**src/rtl/ps2_pkg.sv**
```systemverilog
// Shared types and helpers for the PS/2 receive path.
// Holds the frame FSM state encoding, the fixed start/stop bit levels
// and the parity helper used to validate received frames.
package ps2_pkg;

  // Receive FSM states
  typedef enum logic [1:0] {
    IDLE   = 2'd0,
    DATA   = 2'd1,
    PARITY = 2'd2,
    STOP   = 2'd3
  } ps2_rx_state_e;

  // Line levels of the framing bits on a PS/2 bus
  localparam logic PS2_START_BIT = 1'b0;
  localparam logic PS2_STOP_BIT  = 1'b1;

  // Widest data word the receiver supports
  localparam int PS2_MAX_DATA_W = 9;

  // Returns the parity bit a well-formed frame must carry for 'data'.
  // Narrower words are zero-extended, which leaves the XOR unchanged.
  function automatic logic ps2_parity(input logic [PS2_MAX_DATA_W-1:0] data,
                                      input logic                      odd);
    return odd ? ~(^data) : (^data);
  endfunction

endpackage

```
**src/rtl/ps2_line_filter.sv**
```systemverilog
// PS/2 line conditioning: two-flop synchronisers on clock and data,
// a persistence filter on the clock line and a one-cycle strobe on each
// filtered falling edge.  'd_s' is the synchronised data, valid to sample
// in the same cycle 'fall' is high.
module ps2_line_filter #(
  parameter int FILTER_LEN = 8
) (
  input  logic clk,
  input  logic rst_n,
  input  logic ps2c,
  input  logic ps2d,
  output logic fall,
  output logic d_s
);

  localparam int CNT_W = $clog2(FILTER_LEN + 1);

  logic             c_meta_q, c_sync_q;
  logic             d_meta_q, d_sync_q;
  logic             fc_q, fc_d;
  logic             fall_q, fall_d;
  logic [CNT_W-1:0] cnt_q, cnt_d;

  // Filtered clock follows the synchronised clock only after it has
  // disagreed for FILTER_LEN consecutive cycles; any agreement restarts it.
  always_comb begin
    fc_d  = fc_q;
    cnt_d = '0;
    if (c_sync_q != fc_q) begin
      if (cnt_q == CNT_W'(FILTER_LEN - 1)) begin
        fc_d  = c_sync_q;
        cnt_d = '0;
      end else begin
        cnt_d = cnt_q + CNT_W'(1);
      end
    end
    fall_d = fc_q & ~fc_d;
  end

  // Synchronisers, filter state and edge strobe; bus idles high after reset
  always_ff @(posedge clk or negedge rst_n) begin
    if (!rst_n) begin
      c_meta_q <= 1'b1;
      c_sync_q <= 1'b1;
      d_meta_q <= 1'b1;
      d_sync_q <= 1'b1;
      fc_q     <= 1'b1;
      cnt_q    <= '0;
      fall_q   <= 1'b0;
    end else begin
      c_meta_q <= ps2c;
      c_sync_q <= c_meta_q;
      d_meta_q <= ps2d;
      d_sync_q <= d_meta_q;
      fc_q     <= fc_d;
      cnt_q    <= cnt_d;
      fall_q   <= fall_d;
    end
  end

  assign fall = fall_q;
  assign d_s  = d_sync_q;

endmodule

```
**src/rtl/ps2_rx_frame.sv**
```systemverilog
// PS/2 device-to-host frame receiver, fully synchronous to 'clk'.
// Sequences start/data/parity/stop on filtered falling edges, checks the
// framing and parity, and hands good words out on a valid/ready port.
// Optional error counter: define PS2_RX_ERR_CNT_EN to add err_clr/err_cnt.
module ps2_rx_frame
  import ps2_pkg::*;
#(
  parameter int DATA_W      = 8,
  parameter int FILTER_LEN  = 8,
  parameter int TIMEOUT_CYC = 5000,
  parameter int ODD_PARITY  = 1
) (
  input  logic              clk,
  input  logic              rst_n,
  input  logic              ps2c,
  input  logic              ps2d,
  input  logic              ce,
  output logic [DATA_W-1:0] rx_data,
  output logic              rx_valid,
  input  logic              rx_ready,
  output logic              frame_err,
  output logic              parity_err,
  output logic              overrun
`ifdef PS2_RX_ERR_CNT_EN
  ,
  input  logic              err_clr,
  output logic [7:0]        err_cnt
`endif
);

  localparam int TO_W = $clog2(TIMEOUT_CYC + 1);

  logic fall;
  logic d_s;

  ps2_line_filter #(
    .FILTER_LEN(FILTER_LEN)
  ) u_line_filter (
    .clk  (clk),
    .rst_n(rst_n),
    .ps2c (ps2c),
    .ps2d (ps2d),
    .fall (fall),
    .d_s  (d_s)
  );

  ps2_rx_state_e     state_q, state_d;
  logic [3:0]        bit_cnt_q, bit_cnt_d;
  logic [DATA_W-1:0] shift_q, shift_d;
  logic              par_q, par_d;
  logic [TO_W-1:0]   to_cnt_q, to_cnt_d;
  logic [DATA_W-1:0] rx_data_q, rx_data_d;
  logic              rx_valid_q, rx_valid_d;
  logic              frame_err_q, frame_err_d;
  logic              parity_err_q, parity_err_d;
  logic              overrun_q, overrun_d;
  logic              par_exp;

  assign par_exp = ps2_parity(PS2_MAX_DATA_W'(shift_q), ODD_PARITY != 0);

  // Next-state logic: enable abort, then bit sequencing on each filtered
  // fall, then the mid-frame timeout.  Handshake clear runs underneath so
  // a new good word arriving on the accept cycle simply reloads.
  always_comb begin
    state_d      = state_q;
    bit_cnt_d    = bit_cnt_q;
    shift_d      = shift_q;
    par_d        = par_q;
    rx_data_d    = rx_data_q;
    rx_valid_d   = rx_valid_q;
    frame_err_d  = 1'b0;
    parity_err_d = 1'b0;
    overrun_d    = 1'b0;

    if (rx_valid_q && rx_ready) begin
      rx_valid_d = 1'b0;
    end

    if (state_q == IDLE || fall) begin
      to_cnt_d = '0;
    end else begin
      to_cnt_d = to_cnt_q + TO_W'(1);
    end

    if (!ce) begin
      state_d  = IDLE;
      to_cnt_d = '0;
    end else if (fall) begin
      case (state_q)
        IDLE: begin
          if (d_s == PS2_START_BIT) begin
            state_d   = DATA;
            bit_cnt_d = '0;
          end
        end
        DATA: begin
          shift_d   = {d_s, shift_q[DATA_W-1:1]};
          bit_cnt_d = bit_cnt_q + 4'd1;
          if (bit_cnt_q == 4'(DATA_W - 1)) begin
            state_d = PARITY;
          end
        end
        PARITY: begin
          par_d   = d_s;
          state_d = STOP;
        end
        STOP: begin
          state_d = IDLE;
          if (d_s != PS2_STOP_BIT) begin
            frame_err_d = 1'b1;
          end else if (par_q != par_exp) begin
            parity_err_d = 1'b1;
          end else if (rx_valid_q && !rx_ready) begin
            overrun_d = 1'b1;
          end else begin
            rx_data_d  = shift_q;
            rx_valid_d = 1'b1;
          end
        end
        default: state_d = IDLE;
      endcase
    end else if (state_q != IDLE && to_cnt_q == TO_W'(TIMEOUT_CYC - 1)) begin
      state_d     = IDLE;
      frame_err_d = 1'b1;
      to_cnt_d    = '0;
    end
  end

  // Frame FSM, timeout counter and registered outputs
  always_ff @(posedge clk or negedge rst_n) begin
    if (!rst_n) begin
      state_q      <= IDLE;
      bit_cnt_q    <= '0;
      shift_q      <= '0;
      par_q        <= 1'b0;
      to_cnt_q     <= '0;
      rx_data_q    <= '0;
      rx_valid_q   <= 1'b0;
      frame_err_q  <= 1'b0;
      parity_err_q <= 1'b0;
      overrun_q    <= 1'b0;
    end else begin
      state_q      <= state_d;
      bit_cnt_q    <= bit_cnt_d;
      shift_q      <= shift_d;
      par_q        <= par_d;
      to_cnt_q     <= to_cnt_d;
      rx_data_q    <= rx_data_d;
      rx_valid_q   <= rx_valid_d;
      frame_err_q  <= frame_err_d;
      parity_err_q <= parity_err_d;
      overrun_q    <= overrun_d;
    end
  end

  assign rx_data    = rx_data_q;
  assign rx_valid   = rx_valid_q;
  assign frame_err  = frame_err_q;
  assign parity_err = parity_err_q;
  assign overrun    = overrun_q;

`ifdef PS2_RX_ERR_CNT_EN
  logic [7:0] err_cnt_q, err_cnt_d;

  // Saturating tally of error pulses; a clear request beats an increment
  always_comb begin
    err_cnt_d = err_cnt_q;
    if (err_clr) begin
      err_cnt_d = '0;
    end else if ((frame_err_q || parity_err_q || overrun_q) && err_cnt_q != 8'hFF) begin
      err_cnt_d = err_cnt_q + 8'd1;
    end
  end

  // Error counter register
  always_ff @(posedge clk or negedge rst_n) begin
    if (!rst_n) begin
      err_cnt_q <= '0;
    end else begin
      err_cnt_q <= err_cnt_d;
    end
  end

  assign err_cnt = err_cnt_q;
`endif

endmodule

```
**config.mk**
```make
export PLATFORM = sky130hd
export DESIGN_NAME = ps2_rx_frame
export DESIGN_NICKNAME = d
export VERILOG_FILES = /design/src/rtl/ps2_pkg.sv /design/src/rtl/ps2_line_filter.sv /design/src/rtl/ps2_rx_frame.sv
export SDC_FILE = /design/constraint.sdc
export NUM_CORES = 1
export LEC_CHECK = 0
export CAP_MARGIN = 10
export CORE_ASPECT_RATIO = 1.1
export CORE_MARGIN = 8
export CORE_UTILIZATION = 60
export CTS_BUF_LIST = sky130_fd_sc_hd__clkbuf_2
export DETAILED_ROUTE_END_ITERATION = 7
export PLACE_DENSITY = 0.93
export SYNTH_ARGS = -nofsm -noshare
export SYNTH_HDL_FRONTEND = slang
export SYNTH_SLANG_ARGS = --single-unit
```
**constraint.sdc**
```tcl
create_clock -name clk -period 2.18 [get_ports clk]
set_input_delay 0.545 -clock clk [delete_from_list [all_inputs] [get_ports clk]]
set_output_delay 0.545 -clock clk [all_outputs]
set_load 0.02 [all_outputs]
```
==> metrics.md, run 1 <==
| Metric | Value |
|---|---|
| Max IR drop VDD | `roughly 440 uV` |
| Min Hold Slack | `around 24 ps` |
| Die extent in y | `around 80 um` |
| Buffers on Ports | `17` |
| Cell Chain, Critical Path | `xor2_1 -> xnor3_2 -> mux2i_4 -> mux2_2` |
| Share of async-settable or async-resettable flops after synthesis | `between 90% and 100%` |
| WP depth | `4` |
| Vias | `1463` |
| Via count of the first global-routing pass | `between 1000 and 1500` |
| Worst Slack Setup Final | `~140 ps` |
| Hold_buf cts | `0` |
| Post-synth top area share | `approximately half` |
| Largest net degree at the start of global routing | `31` |
| Crit path required time | `about 2600 ps` |
| GRT met1 Usage | `15.9%` |
| Post-route DRC | `0` |
| Post-detail-place hpwl | `roughly 2.9 mm` |
| Layout cell share with drive strength beyond 1 | `between 10% and 20%` |
| Grt met3 use | `around 3.7%` |
| Leakage Power | `roughly 1.1 nW` |
| Setup TNS | `0 ps` |
| Initial Util | `62.7%` |
| Ranking of synthesized cells by area | `dfrtp_1 (49%), mux2_2 (8.8%), dfstp_2 (5.7%), xnor2_1 (5.0%), ha_1 (3.8%)` |
| R2R cell count | `4` |
| First-pass GRT wire length | `about 6.5 mm` |
| Worst Setup Start Kind | `register` |
| Root buf cell | `clkbuf_2` |
| Syn_nets | `206` |
| Worst-path clk slew | `~250 ps` |
| Clock sinks | `50` |
| Clock buffer depth | `2` |
| M2 GR Usage | `approximately a quarter` |
| Number of warnings issued by yosys | `0` |
| CP endpoint kind | `register` |
| Routed WL | `3.85 mm` |
| # H-tree levels | `2` |
| Main synth FF type | `dfrtp_1` |
| NetSw | `around 0.00037 W` |
| Crit path largest cell delay | `510 ps` |
| Slew headroom | `67.6%` |
| FF-to-FF Start | `shift_q[5]` |
| Sequential share of the synthesized area | `approximately 55%` |
| Busiest layer in global routing | `met2` |
| Clk_lat worst skew | `about 450 ps` |
| Post-synth top area cell | `dfrtp_1` |
| Post-synth EDFFs | `0` |
| Area grow syn2layout | `14.2%` |
| Global route overflow | `0` |
| Max Fclk | `about 500 MHz` |
| Avg Vias per Cell | `approximately 5.4` |
| Initial antenna violation count | `0` |
| DR WL/cell | `roughly 14 um` |
| Final Cycle Share | `a little over nine tenths` |
| Crit path buffers/inverters | `0` |
| RSZ-0062 raised after global routing | `false` |
| Peak fanout along the critical path | `8` |
| IO Pins | `18` |
| Yosys cell types | `42` |
| Top-count cell post-synth | `dfrtp_1` |
| Synth top cells by count | `dfrtp_1 (45), mux2_2 (18), nor2_1 (18)` |
| Diode count | `0` |
| Final nets | `~230` |
| Die area | `about 6000 sq um` |
| First-pass DRT Iterations | `4` |
| Sequential power share | `roughly 63%` |
| Dpl ws | `3.93 ps` |
| Int Power | `approximately 0.0012 W` |
| Antenna Nets Post-Route | `0` |
| Average cell area after synthesis | `between 10 and 15 sq um` |
| CP startpoint | `shift_q[5]` |
| Status | `complete, no violations` |
| Clock network fraction of design power | `between 30% and 40%` |
| Setup bufs post-CTS | `0` |
| Critical path arrival | `2430 ps` |
| Placeable Area | `~3700 sq um` |
| Starting DRT DRC Count | `57` |
| Mapped Cells | `~190` |
| Crit Path Category | `register to register` |
| Worst path slowest cell | `xnor3_2` |
| R2R Setup Slk | `140 ps` |
| Slew Limit Fails | `0` |
| Crit path max-delay family | `multiplexers` |
| Post_cts resized | `0` |
| Combinational cell fraction of total power | `6.5%` |
| Die Wd | `74.9 um` |
| Setup violators final | `0` |
| HP Class | `primary input to async pin` |
| Num CTS Buffers | `5` |
| Sw Share | `a little under a quarter` |
| Min cycle time layout | `approximately 2000 ps` |
| Power after layout | `0.00159 W` |
| CTS tree | `done` |
| Cell Area, Synth | `2290 sq um` |
| Max-Cap Viols | `0` |
| #FFs+latches synth | `50` |
| Endpoints failing hold | `0` |
| Slew @ Worst Pin | `between 400 and 500 ps` |
| Gpl congestion | `0.779` |
| FP Rows | `23` |
| Tot GR Track Use | `between 10% and 20%` |
| Pwr dens | `between 600 and 700 nW/um^2` |
| Clk_skew | `about 24 ps` |
-- power by group through the flow --
stage               clock, W  combinational (W)  sequential, W
floorplan                  0          0.0000603        0.00101
global placement           0          0.0000988        0.00101
detailed placement         0           0.000106        0.00101
CTS                 0.000500           0.000107       0.000997
global route        0.000536           0.000119        0.00100
finish              0.000489           0.000104       0.000997
-- routing by layer --
metal	routed length [um]	up-vias
met1	1680	709
met5	0	-
li1	-	722
met3	175	10
met2	1900	22
met4	103	0
-- stage by stage --
step	area [sq um]	std cells	utilization, %
3_3_place_gp	2550	261	69.8
6_report	2620	269	71.6
2_1_floorplan	2290	193	-
4_1_cts	2620	269	71.6
5_1_grt	2620	269	71.6
3_5_place_dp	2550	261	69.8
-- path summary, 6_finish.rpt --
check | end
setup / recovery | rx_data[2]
hold / removal | bit_cnt_q[1]
setup reg to reg | rx_data[2]
hold reg to reg | u_line_filter.d_s
max in group asynchronous | u_line_filter.fc_q
min in group clk | u_line_filter.d_s
-- area by class of cell --
cell class                      count  area (sq um)
Clock buffer                        6          30.0
Sequential cell                    50          1260
Clock inverter                      2          37.5
Tap cell                           50          62.6
Multi-Input combinational cell    133           996
Inverter                            7          26.3
Fill cell                         260          1040
Timing Repair Buffer               21           208
-- placed cells by master, fill, tap and decap left out, types with 2 or more instances in the layout --
master,count
a21oi_1,3
a21boi_0,2
or3_1,2
clkdlybuf4s50_1,16
nand4_1,2
nand2_1,11
nand3_1,9
a22o_1,2
nor2_1,18
xor2_1,2
xnor2_1,13
nand2b_1,4
nor3b_1,3
dfstp_2,5
nor3_1,5
ha_1,7
mux2_2,18
inv_1,7
buf_4,3
o21ai_0,7
dfrtp_1,45
nor2b_1,3
clkbuf_2,6
nor4_1,2
nand3b_1,2
-- cells by family after synthesis --
group                      after synthesis  synth area share, %
xor gates and xnor gates                17                 7.75
DFF                                     50                 54.9
muxes                                   19                 9.83
adders and majority gates                7                 3.82
buffers and inverters                   10                 1.69
AOI/OAI and AO/OA                       20                 5.84
and+or+nand+nor                         70                 16.2
-- state kept, by name, indices dropped and copies added, names as in the netlist, 2 cells and up --
| signal | cells |
|---|---|
| to_cnt_q | 13 |
| rx_data | 8 |
| shift_q | 8 |
| bit_cnt_q | 4 |
| u_line_filter.cnt_q | 4 |
| state_q | 2 |
Note: power is estimated with default switching activity, not from simulation.
==> inputs of run 2 (changes only) <==
- SLEW_MARGIN: unset -> 15
==> results of run 2 <==
No change in the layout: final DEF, timing and power equal those of run 1.
